### src/rtl/r16_reorder_rom_ctrl_if.sv
// Request/grant, ROM address and tag-pipeline bundle for the radix-16 reorder ROM scheduler.
// The controller uses the slave modport; the requesters/downstream side uses master.
interface r16_reorder_rom_ctrl_if #(
    parameter int ADDR_WIDTH = 10
);
    logic                  fwd_req;
    logic                  inv_req;
    logic                  stall;
    logic                  fwd_gnt;
    logic                  inv_gnt;
    logic                  rom_en;
    logic [ADDR_WIDTH-1:0] rom_addr;
    logic                  rom_sel;
    logic                  data_valid;
    logic                  data_sel;
    logic                  data_last;
    logic                  frame_done;
    logic                  busy;

    modport master (
        output fwd_req, inv_req, stall,
        input  fwd_gnt, inv_gnt, rom_en, rom_addr, rom_sel,
        input  data_valid, data_sel, data_last, frame_done, busy
    );

    modport slave (
        input  fwd_req, inv_req, stall,
        output fwd_gnt, inv_gnt, rom_en, rom_addr, rom_sel,
        output data_valid, data_sel, data_last, frame_done, busy
    );
endinterface

### src/rtl/r16_reorder_rom_ctrl.sv
// Arbitrates the forward/inverse FFT output stages onto the shared reorder ROM bank,
// streams one frame of addresses per grant and keeps a valid/select/last tag aligned with ROM data.
module r16_reorder_rom_ctrl #(
    parameter int ADDR_WIDTH = 10,
    parameter int DEPTH      = 1024,
    parameter int ROM_LAT    = 2
) (
    input  logic                    clk,
    input  logic                    rst_n,
    r16_reorder_rom_ctrl_if.slave   bus
);

    localparam logic [1:0] IDLE  = 2'd0;
    localparam logic [1:0] RUN   = 2'd1;
    localparam logic [1:0] DRAIN = 2'd2;

    localparam logic [ADDR_WIDTH-1:0] LAST_ADDR  = ADDR_WIDTH'(DEPTH - 1);
    localparam logic [2:0]            DRAIN_INIT = 3'(ROM_LAT - 1);

    logic [1:0]            state;
    logic [ADDR_WIDTH-1:0] addr;
    logic [2:0]            drain_cnt;
    logic                  owner;
    logic                  last_owner;
    logic                  first;
    logic                  winner;
    logic                  issue;
    logic                  at_last;
    logic [ROM_LAT-1:0]    valid_pipe;
    logic [ROM_LAT-1:0]    sel_pipe;
    logic [ROM_LAT-1:0]    last_pipe;

    assign issue   = (state == RUN) && !bus.stall;
    assign at_last = (addr == LAST_ADDR);

    // On a tie the side that did not own the previous frame wins.
    always_comb begin
        winner = bus.inv_req;
        if (bus.fwd_req && bus.inv_req) begin
            winner = ~last_owner;
        end
    end

    always_ff @(posedge clk or negedge rst_n) begin
        if (!rst_n) begin
            state      <= IDLE;
            addr       <= '0;
            drain_cnt  <= '0;
            owner      <= 1'b0;
            last_owner <= 1'b1;
            first      <= 1'b0;
        end else begin
            first <= 1'b0;
            case (state)
                IDLE: begin
                    if (bus.fwd_req || bus.inv_req) begin
                        owner <= winner;
                        addr  <= '0;
                        first <= 1'b1;
                        state <= RUN;
                    end
                end
                RUN: begin
                    if (issue) begin
                        if (at_last) begin
                            state     <= DRAIN;
                            drain_cnt <= DRAIN_INIT;
                        end else begin
                            addr <= addr + ADDR_WIDTH'(1);
                        end
                    end
                end
                DRAIN: begin
                    if (drain_cnt != 3'd0) begin
                        drain_cnt <= drain_cnt - 3'd1;
                    end else begin
                        state      <= IDLE;
                        last_owner <= owner;
                    end
                end
                default: state <= IDLE;
            endcase
        end
    end

    // Free-running tag shift register; stall deliberately does not freeze it.
    always_ff @(posedge clk or negedge rst_n) begin
        if (!rst_n) begin
            valid_pipe <= '0;
            sel_pipe   <= '0;
            last_pipe  <= '0;
        end else begin
            valid_pipe <= ROM_LAT'({valid_pipe, issue});
            sel_pipe   <= ROM_LAT'({sel_pipe, owner});
            last_pipe  <= ROM_LAT'({last_pipe, issue & at_last});
        end
    end

    assign bus.fwd_gnt    = first & ~owner;
    assign bus.inv_gnt    = first & owner;
    assign bus.rom_en     = issue;
    assign bus.rom_addr   = addr;
    assign bus.rom_sel    = owner;
    assign bus.data_valid = valid_pipe[ROM_LAT-1];
    assign bus.data_sel   = sel_pipe[ROM_LAT-1];
    assign bus.data_last  = last_pipe[ROM_LAT-1];
    assign bus.frame_done = valid_pipe[ROM_LAT-1] & last_pipe[ROM_LAT-1];
    assign bus.busy       = (state != IDLE);

endmodule

### src/flat_wrapper.sv
// flat-port wrapper written by rule: the top's interface ports become plain ports
module r16_reorder_rom_ctrl_flat 
#(
    parameter int ADDR_WIDTH = 10,
    parameter int DEPTH      = 1024,
    parameter int ROM_LAT    = 2
)
  (clk, rst_n, bus_fwd_req, bus_inv_req, bus_stall, bus_fwd_gnt, bus_inv_gnt, bus_rom_en, bus_rom_addr, bus_rom_sel, bus_data_valid, bus_data_sel, bus_data_last, bus_frame_done, bus_busy);
  r16_reorder_rom_ctrl_if #(.ADDR_WIDTH(ADDR_WIDTH)) bus_i ();
  input  logic clk;
  input  logic rst_n;
  input wire logic [$bits(bus_i.fwd_req)-1:0] bus_fwd_req;
  input wire logic [$bits(bus_i.inv_req)-1:0] bus_inv_req;
  input wire logic [$bits(bus_i.stall)-1:0] bus_stall;
  output wire logic [$bits(bus_i.fwd_gnt)-1:0] bus_fwd_gnt;
  output wire logic [$bits(bus_i.inv_gnt)-1:0] bus_inv_gnt;
  output wire logic [$bits(bus_i.rom_en)-1:0] bus_rom_en;
  output wire logic [$bits(bus_i.rom_addr)-1:0] bus_rom_addr;
  output wire logic [$bits(bus_i.rom_sel)-1:0] bus_rom_sel;
  output wire logic [$bits(bus_i.data_valid)-1:0] bus_data_valid;
  output wire logic [$bits(bus_i.data_sel)-1:0] bus_data_sel;
  output wire logic [$bits(bus_i.data_last)-1:0] bus_data_last;
  output wire logic [$bits(bus_i.frame_done)-1:0] bus_frame_done;
  output wire logic [$bits(bus_i.busy)-1:0] bus_busy;
  assign bus_i.fwd_req = bus_fwd_req;
  assign bus_i.inv_req = bus_inv_req;
  assign bus_i.stall = bus_stall;
  assign bus_fwd_gnt = bus_i.fwd_gnt;
  assign bus_inv_gnt = bus_i.inv_gnt;
  assign bus_rom_en = bus_i.rom_en;
  assign bus_rom_addr = bus_i.rom_addr;
  assign bus_rom_sel = bus_i.rom_sel;
  assign bus_data_valid = bus_i.data_valid;
  assign bus_data_sel = bus_i.data_sel;
  assign bus_data_last = bus_i.data_last;
  assign bus_frame_done = bus_i.frame_done;
  assign bus_busy = bus_i.busy;
  r16_reorder_rom_ctrl #(.ADDR_WIDTH(ADDR_WIDTH), .DEPTH(DEPTH), .ROM_LAT(ROM_LAT)) u_core (.clk(clk), .rst_n(rst_n), .bus(bus_i));
endmodule
### config.mk
export PLATFORM = sky130hd
export DESIGN_NAME = r16_reorder_rom_ctrl_flat
export DESIGN_NICKNAME = d
export VERILOG_FILES = /design/src/rtl/r16_reorder_rom_ctrl_if.sv /design/src/rtl/r16_reorder_rom_ctrl.sv /design/src/flat_wrapper.sv
export SDC_FILE = /design/constraint.sdc
export NUM_CORES = 1
export LEC_CHECK = 0
export ABC_AREA = 1
export CAP_MARGIN = 20
export CORE_MARGIN = 3
export CORE_UTILIZATION = 45
export DETAILED_ROUTE_END_ITERATION = 8
export PLACE_DENSITY = 0.76
export SLEW_MARGIN = 20
export SYNTH_ARGS = -nofsm -noshare
export SYNTH_HDL_FRONTEND = slang
export SYNTH_SLANG_ARGS = --single-unit
### constraint.sdc
create_clock -name clk -period 1.5 [get_ports clk]
set_input_delay 0.3 -clock clk [delete_from_list [all_inputs] [get_ports clk]]
set_output_delay 0.3 -clock clk [all_outputs]
set_load 0.02 [all_outputs]
==> metrics, run 1 <==
status=finished with violations; violated checks=setup timing; first-pass GRT wire length=4370 um; CP Cell Sequence=buf_4, buf_6, nor2_4, buf_6, o21ai_4, o21ai_4, nand2_4, buf_6, nand2_1, o21ai_0; synthesized area per cell=roughly 8.5 sq um; Die Wd=58.0 um; Synth Net Count=about 150; Synth Warn #=0; CP required=1.71 ns; Final min period=1.62 ns; Die Area=3370 sq um; Iteration-0 DRC Markers=31; fraction of the cycle the final worst path needs=1.08; Initial Util=0.483; CP arrival=1.83 ns; Max IR drop VDD=0.932 mV; share of cells above drive strength 1=0.338; DR DRC count=0; clock buffer count from CTS=3; skew final=0.0102 ns; synth unique cells=22; Max Cap Viol=0; dpl cell area=1570 sq um; Slew Viols, Final=0; CTS sink count=24; Final Non-Filler Cells=225; slew margin rel.=0.794; startpoint types=register; I/O pins=24; clock slew at reported path FFs=0.15 ns; Pre-Repair DR Iteration Count=4; Inst Count DP=209; worst slew pin tran=0.309 ns; detailed-route via count=1126; PwrDens=~1100 nW/um^2; Cell Area, Synth=1220 sq um; drt total wl=3080 um; worst hold path class=input pin to async pin; Final setup viols=11; Bufs on Longest Clock Path=2; Worst R2R Start=u_core.state[1]; commonest non-fill, non-tap cells in the layout=30 x nand2_1, 22 x dfrtp_1, 20 x inv_1; CP max stage cell=dfrtp_1; root buf cell=clkbuf_4; port buffer count=23; Core Box Area=2520 sq um; vias per std cell=approximately 5; Net count, final=around 200; global route overflow=0; commonest non-fill, non-tap cell in the layout=nand2_1; # rows=18; Antenna Violating Nets Remaining=0; vias in the first global route=989; Peak Freq=~0.62 GHz; Post-Route Setup TNS=-0.689 ns; Crit path top cell by count=buf_6; largest net degree at the start of global routing=25; Synth Instances=144; GRT Total Usage=0.166; CTS tree=yes; CP Class=register to register; RSZ-0062 raised after global routing=yes; htree depth=1; Final WS setup=-0.117 ns; routability cong.=approximately 0.77; area growth from synthesis to layout=50.9%; Crit. End Element=register; Ant. Diodes=0; die height=58.0 um; CP peak stage delay=0.43 ns; Avg WL per Cell=13.7 um; FF-to-FF path depth=10; total power=1.99 mW; crit-path leading delay family=buffers and inverters; synthesized flop and latch total=24; worst path bufs/invs=4; initial antenna violation count=0; post-DP HPWL=around 1900 um; Final Hold Vio Count=0; Post-CTS Hold Fix Bufs=0; Pleak=0.945 nW; register area share after synthesis=0.494; source-to-sink clock delay at the later pin of the worst-skew pair=approximately 0.33 ns; Crit Path Max Fanout=7; R2R Path End=u_core.bus.rom_addr[0]; Design Area, Final=1840 sq um; reg2reg setup slack=-0.12 ns
## worst max path at each step
stage,from,to,cells past startpoint
after CTS,u_core.state[1],bus_rom_en,5
after floorplan,u_core.bus.rom_addr[0],u_core.bus.rom_addr[0],8
after global routing,u_core.state[1],bus_rom_en,5
final,u_core.state[1],u_core.bus.rom_addr[0],10
after global placement,bus_stall,bus_rom_en,4
after detailed placement,bus_stall,bus_rom_en,4
## flip-flops by register name (all words and copies together), names as in the netlist
signal / flops
u_core.first: 1
u_core.sel_pipe: 2
u_core.last_owner: 1
u_core.bus.rom_addr: 10
u_core.state: 2
u_core.last_pipe: 2
u_core.drain_cnt: 3
u_core.bus.rom_sel: 1
u_core.valid_pipe: 2
## report_power, final
part | switching [mW] | internal (mW) | total, mW
Sequential | 0.103 | 0.735 | 0.838
Clock | 0.211 | 0.270 | 0.481
Combinational | 0.367 | 0.306 | 0.673
Total | 0.680 | 1.31 | 1.99
## timing repair
item                                    in CTS  in global routing
pin swaps                                    0                  7
endpoints found under the setup margin      22                 11
setup buffers                                1                 11
resized for setup                           37                 42
## cell usage after synthesis
library cell	number	area, sq um
nand2_1	34	128
dfrtp_1	23	576
inv_1	23	86.3
nor2_1	13	48.8
nand3_1	12	60.1
o21ai_0	9	45.0
o21ai_2	5	43.8
ha_1	3	37.5
nand2_2	3	18.8
nor2_4	3	33.8
xor2_1	3	26.3
inv_2	2	7.51
or2_2	2	12.5
buf_6	1	11.3
dfstp_2	1	26.3
nand3_2	1	10.0
nand3b_1	1	7.51
nand4_2	1	12.5
o21ai_1	1	5.00
o21bai_1	1	7.51
or2_1	1	6.26
xnor2_1	1	8.76
## metrics by stage
stage / hold WS [ns] / utilization / setup WS (ns)
2_1_floorplan: 0.00441 / - / 0.0315
5_1_grt: 0.315 / 0.729 / -0.175
3_3_place_gp: 0.332 / 0.624 / -0.429
4_1_cts: 0.322 / 0.639 / -0.0568
3_5_place_dp: 0.346 / 0.624 / -0.430
6_report: 0.301 / 0.729 / -0.117
## cell type report
type	count	area, sq um
sequential	24	603
timing repair buffer	48	425
inverter	25	93.8
fill	183	683
clock inverter	1	30.0
clock buffer	3	22.5
multi-input combinational	94	627
tap	30	37.5
## cell families (layout without fill, tap and decap cells)
family	Yosys count	count (layout)	synth area share
XOR/XNOR	4	4	0.0288
flip-flops	24	24	0.494
AO/OA/AOI/OAI	16	16	0.0832
AND/OR/NAND/NOR	71	71	0.277
buffers and inverters	26	77	0.0862
adder cells (fa/ha/maj)	3	3	0.0308
## worst register-to-register path, cell delays in order (launching register included)
cell	delay (ns)
dfrtp_1	0.43
buf_4	0.14
buf_6	0.12
nor2_4	0.11
buf_6	0.12
o21ai_4	0.06
o21ai_4	0.10
nand2_4	0.12
buf_6	0.16
nand2_1	0.06
o21ai_0	0.09
## metal layers
| metal | up-vias | track usage | wire length, um |
|---|---|---|---|
| li1 | 551 | - | - |
| met1 | 541 | 0.219 | 1340 |
| met2 | 30 | 0.279 | 1560 |
| met3 | 4 | 0.0290 | 144 |
| met4 | 0 | 0.0497 | 35 |
| met5 | - | 0 | 0 |
(Power assumes the default switching activity.)
==> inputs of run 2 (changes only) <==
--- a/config.mk
+++ b/config.mk
@@ -10,6 +10,7 @@
 export CORE_MARGIN = 3
 export CORE_UTILIZATION = 45
 export DETAILED_ROUTE_END_ITERATION = 8
+export HOLD_SLACK_MARGIN = 0.05
 export PLACE_DENSITY = 0.76
 export SLEW_MARGIN = 20
 export SYNTH_ARGS = -nofsm -noshare
==> constraint.sdc (replaced) <==
create_clock -name clk -period 1.75 [get_ports clk]
set_input_delay 0.35 -clock clk [delete_from_list [all_inputs] [get_ports clk]]
set_output_delay 0.35 -clock clk [all_outputs]
set_load 0.02 [all_outputs]
==> run 2 against run 1 <==
  * The flow now finishes without violations
  * Sequential power fell by 15%
  * Cell area fell by 14%
  * Combinational power fell by 39%
  * Final cell count fell by 7.6%
  * Highest routed layer unchanged
==> metrics, run 2 (same netlist as run 1, synthesis figures left out) <==
status=complete, no violations (was finished with violations); Antenna Violating Nets Remaining=0 (unchanged); Peak Freq=around 0.61 GHz; dpl cell area=1540 sq um (was 1570 sq um); GRT busiest layer=met2 (unchanged); share of cells above drive strength 1=0.185 (was 0.338); root buf cell=clkbuf_4 (unchanged); CP max stage cell=clkdlybuf4s50_1 (was dfrtp_1); RSZ-0062 raised after global routing=no (was yes); Iteration-0 DRC Markers=15 (was 31); CTS sink count=24 (unchanged); clock slew at reported path FFs=0.13 ns (was 0.15 ns); vias in the first global route=943 (was 989); Net count, final=187 (was 204); Max Cap Viol=0 (unchanged); skew final=0.00641 ns (was 0.0102 ns); Ant. Diodes=0 (unchanged); Max IR drop VDD=0.701 mV (was 0.932 mV); CTS tree=yes (unchanged); met2 GRT Util=0.256 (was 0.279); Final Non-Filler Cells=208 (was 225); Post-Route Setup TNS=0 ns (was -0.689 ns); detailed-route via count=1016 (was 1126); vias per std cell=4.88 (was 5.00); Post-CTS Hold Fix Bufs=0 (unchanged); slew margin rel.=0.793 (was 0.794); routability cong.=0.745 (was 0.767); Hold Slack=0.367 ns (was 0.301 ns); area of the multi-input gates=514 sq um (was 627 sq um); # rows=18 (unchanged); I/O pins=24 (unchanged); initial antenna violation count=0 (unchanged); Core Box Area=2520 sq um (unchanged); GR Util met1=0.205 (was 0.219); Slew Viols, Final=0 (unchanged); Bufs on Longest Clock Path=2 (unchanged); Reg area=602 sq um (was 603 sq um); commonest non-fill, non-tap cells in the layout=34 x nand2_1, 23 x inv_1, 23 x dfrtp_1 (was 30 x nand2_1, 22 x dfrtp_1, 20 x inv_1); worst hold path class=input pin to async pin (unchanged); area growth from synthesis to layout=29.8% (was 50.9%); post-DP HPWL=1780 um (was 1890 um); utilization after layout=0.627 (was 0.729); total power=1.52 mW (was 1.99 mW); GRT Total Usage=0.156 (was 0.166); Crit. End Element=output pin (was register); htree depth=1 (unchanged); Worst R2R Start=u_core.bus.rom_addr[0] (was u_core.state[1]); Crit Path Max Fanout=2 (was 7); Initial Util=0.483 (unchanged); routing usage on met3=0.0557 (was 0.0290); dpl ws=-0.297 ns (was -0.430 ns); Die Wd=58.0 um (unchanged); filler cell count=238 (was 183); CP Class=register to output pin (was register to register); Design Area, Final=1580 sq um (was 1840 sq um); crit-path leading delay family=buffers and inverters (unchanged); clock buffer count from CTS=3 (unchanged); worst path bufs/invs=1 (was 4); Final WS setup=0.102 ns (was -0.117 ns); DR DRC count=0 (unchanged); startpoint types=register (unchanged); worst slew pin tran=0.310 ns (was 0.309 ns); Avg WL per Cell=11.1 um (was 13.7 um); PwrDens=964 nW/um^2 (was 1080 nW/um^2); die height=58.0 um (unchanged); port buffer count=23 (unchanged); first-pass GRT wire length=4080 um (was 4370 um); commonest non-fill, non-tap cell in the layout=nand2_1 (unchanged); CP required=1.40 ns (was 1.71 ns); crit path from=u_core.last_pipe[1] (was u_core.state[1]); drt total wl=2320 um (was 3080 um); Pre-Repair DR Iteration Count=5 (was 4); Final min period=1.65 ns; Die Area=3370 sq um (unchanged); CP arrival=1.30 ns (was 1.83 ns); Final Hold Vio Count=0 (unchanged); global route overflow=0 (unchanged); Inst Count DP=204 (was 209); source-to-sink clock delay at the later pin of the worst-skew pair=0.32 ns (was 0.33 ns); Final setup viols=0 (was 11); Pleak=0.893 nW (was 0.945 nW); largest net degree at the start of global routing=25 (unchanged); max reg flops=10 (unchanged); CP Cell Sequence=clkdlybuf4s50_1 (was buf_4, buf_6, nor2_4, buf_6, o21ai_4, o21ai_4, nand2_4, buf_6, nand2_1, o21ai_0); CP peak stage delay=0.60 ns (was 0.43 ns); fraction of the cycle the final worst path needs=0.941
[run 2: cell types whose count changed in the layout (fill, tap and decap cells not counted), moves of 4 or more]
cell | previous run | this run
buf_4 | 18 | 8
buf_6 | 10 | 0
dlygate4sd2_1 | 14 | 9
dlymetal6s2s_1 | 0 | 5
o21ai_0 | 4 | 9
nand2_1 | 30 | 34
o21ai_1 | 5 | 1
[run 2: final cells by class]
type                            instances  share of cell area
Multi-Input combinational cell         94               0.325
Sequential cell                        24               0.381
Clock buffer                            3              0.0142
Clock inverter                          1              0.0190
Inverter                               25              0.0593
Timing Repair Buffer                   31               0.178
Tap cell                               30              0.0237
[run 2: final timing paths]
check	endpoint	slack, ns	cells past startpoint
setup / recovery	bus_data_last	0.10	1
hold / removal	u_core.sel_pipe[1]	0.37	2
setup reg to reg	u_core.bus.rom_addr[8]	0.20	7
hold reg to reg	u_core.last_pipe[1]	0.37	0
max in group asynchronous	u_core.last_owner	1.09	2
min in group clk	u_core.last_pipe[1]	0.37	0
[run 2: power breakdown]
| part | leakage (nW) | total (mW) | internal [mW] | switching (mW) |
|---|---|---|---|---|
| Sequential | 0.314 | 0.711 | 0.628 | 0.0831 |
| Clock | 0.0279 | 0.401 | 0.232 | 0.169 |
| Combinational | 0.552 | 0.412 | 0.174 | 0.238 |
[run 2: timing repair]
action	CTS	global route
resized for setup	14	8
buffers inserted	0	0
endpoints found under the setup margin	11	6
hold endpoints to repair	0	0
[run 2: metal layers]
layer  wire length [um]  vias up
met5                  0        -
met4                 10        0
met3                116        2
met2               1120       23
met1               1070      476
li1                   -      515
[run 2: worst reg2reg max path, cell delays in order, from the launching register on]
cell,delay [ns]
dfrtp_1,0.45
ha_1,0.21
nand2_2,0.09
nor2_4,0.14
nand4_2,0.14
nand2_2,0.23
inv_1,0.07
o21ai_0,0.15
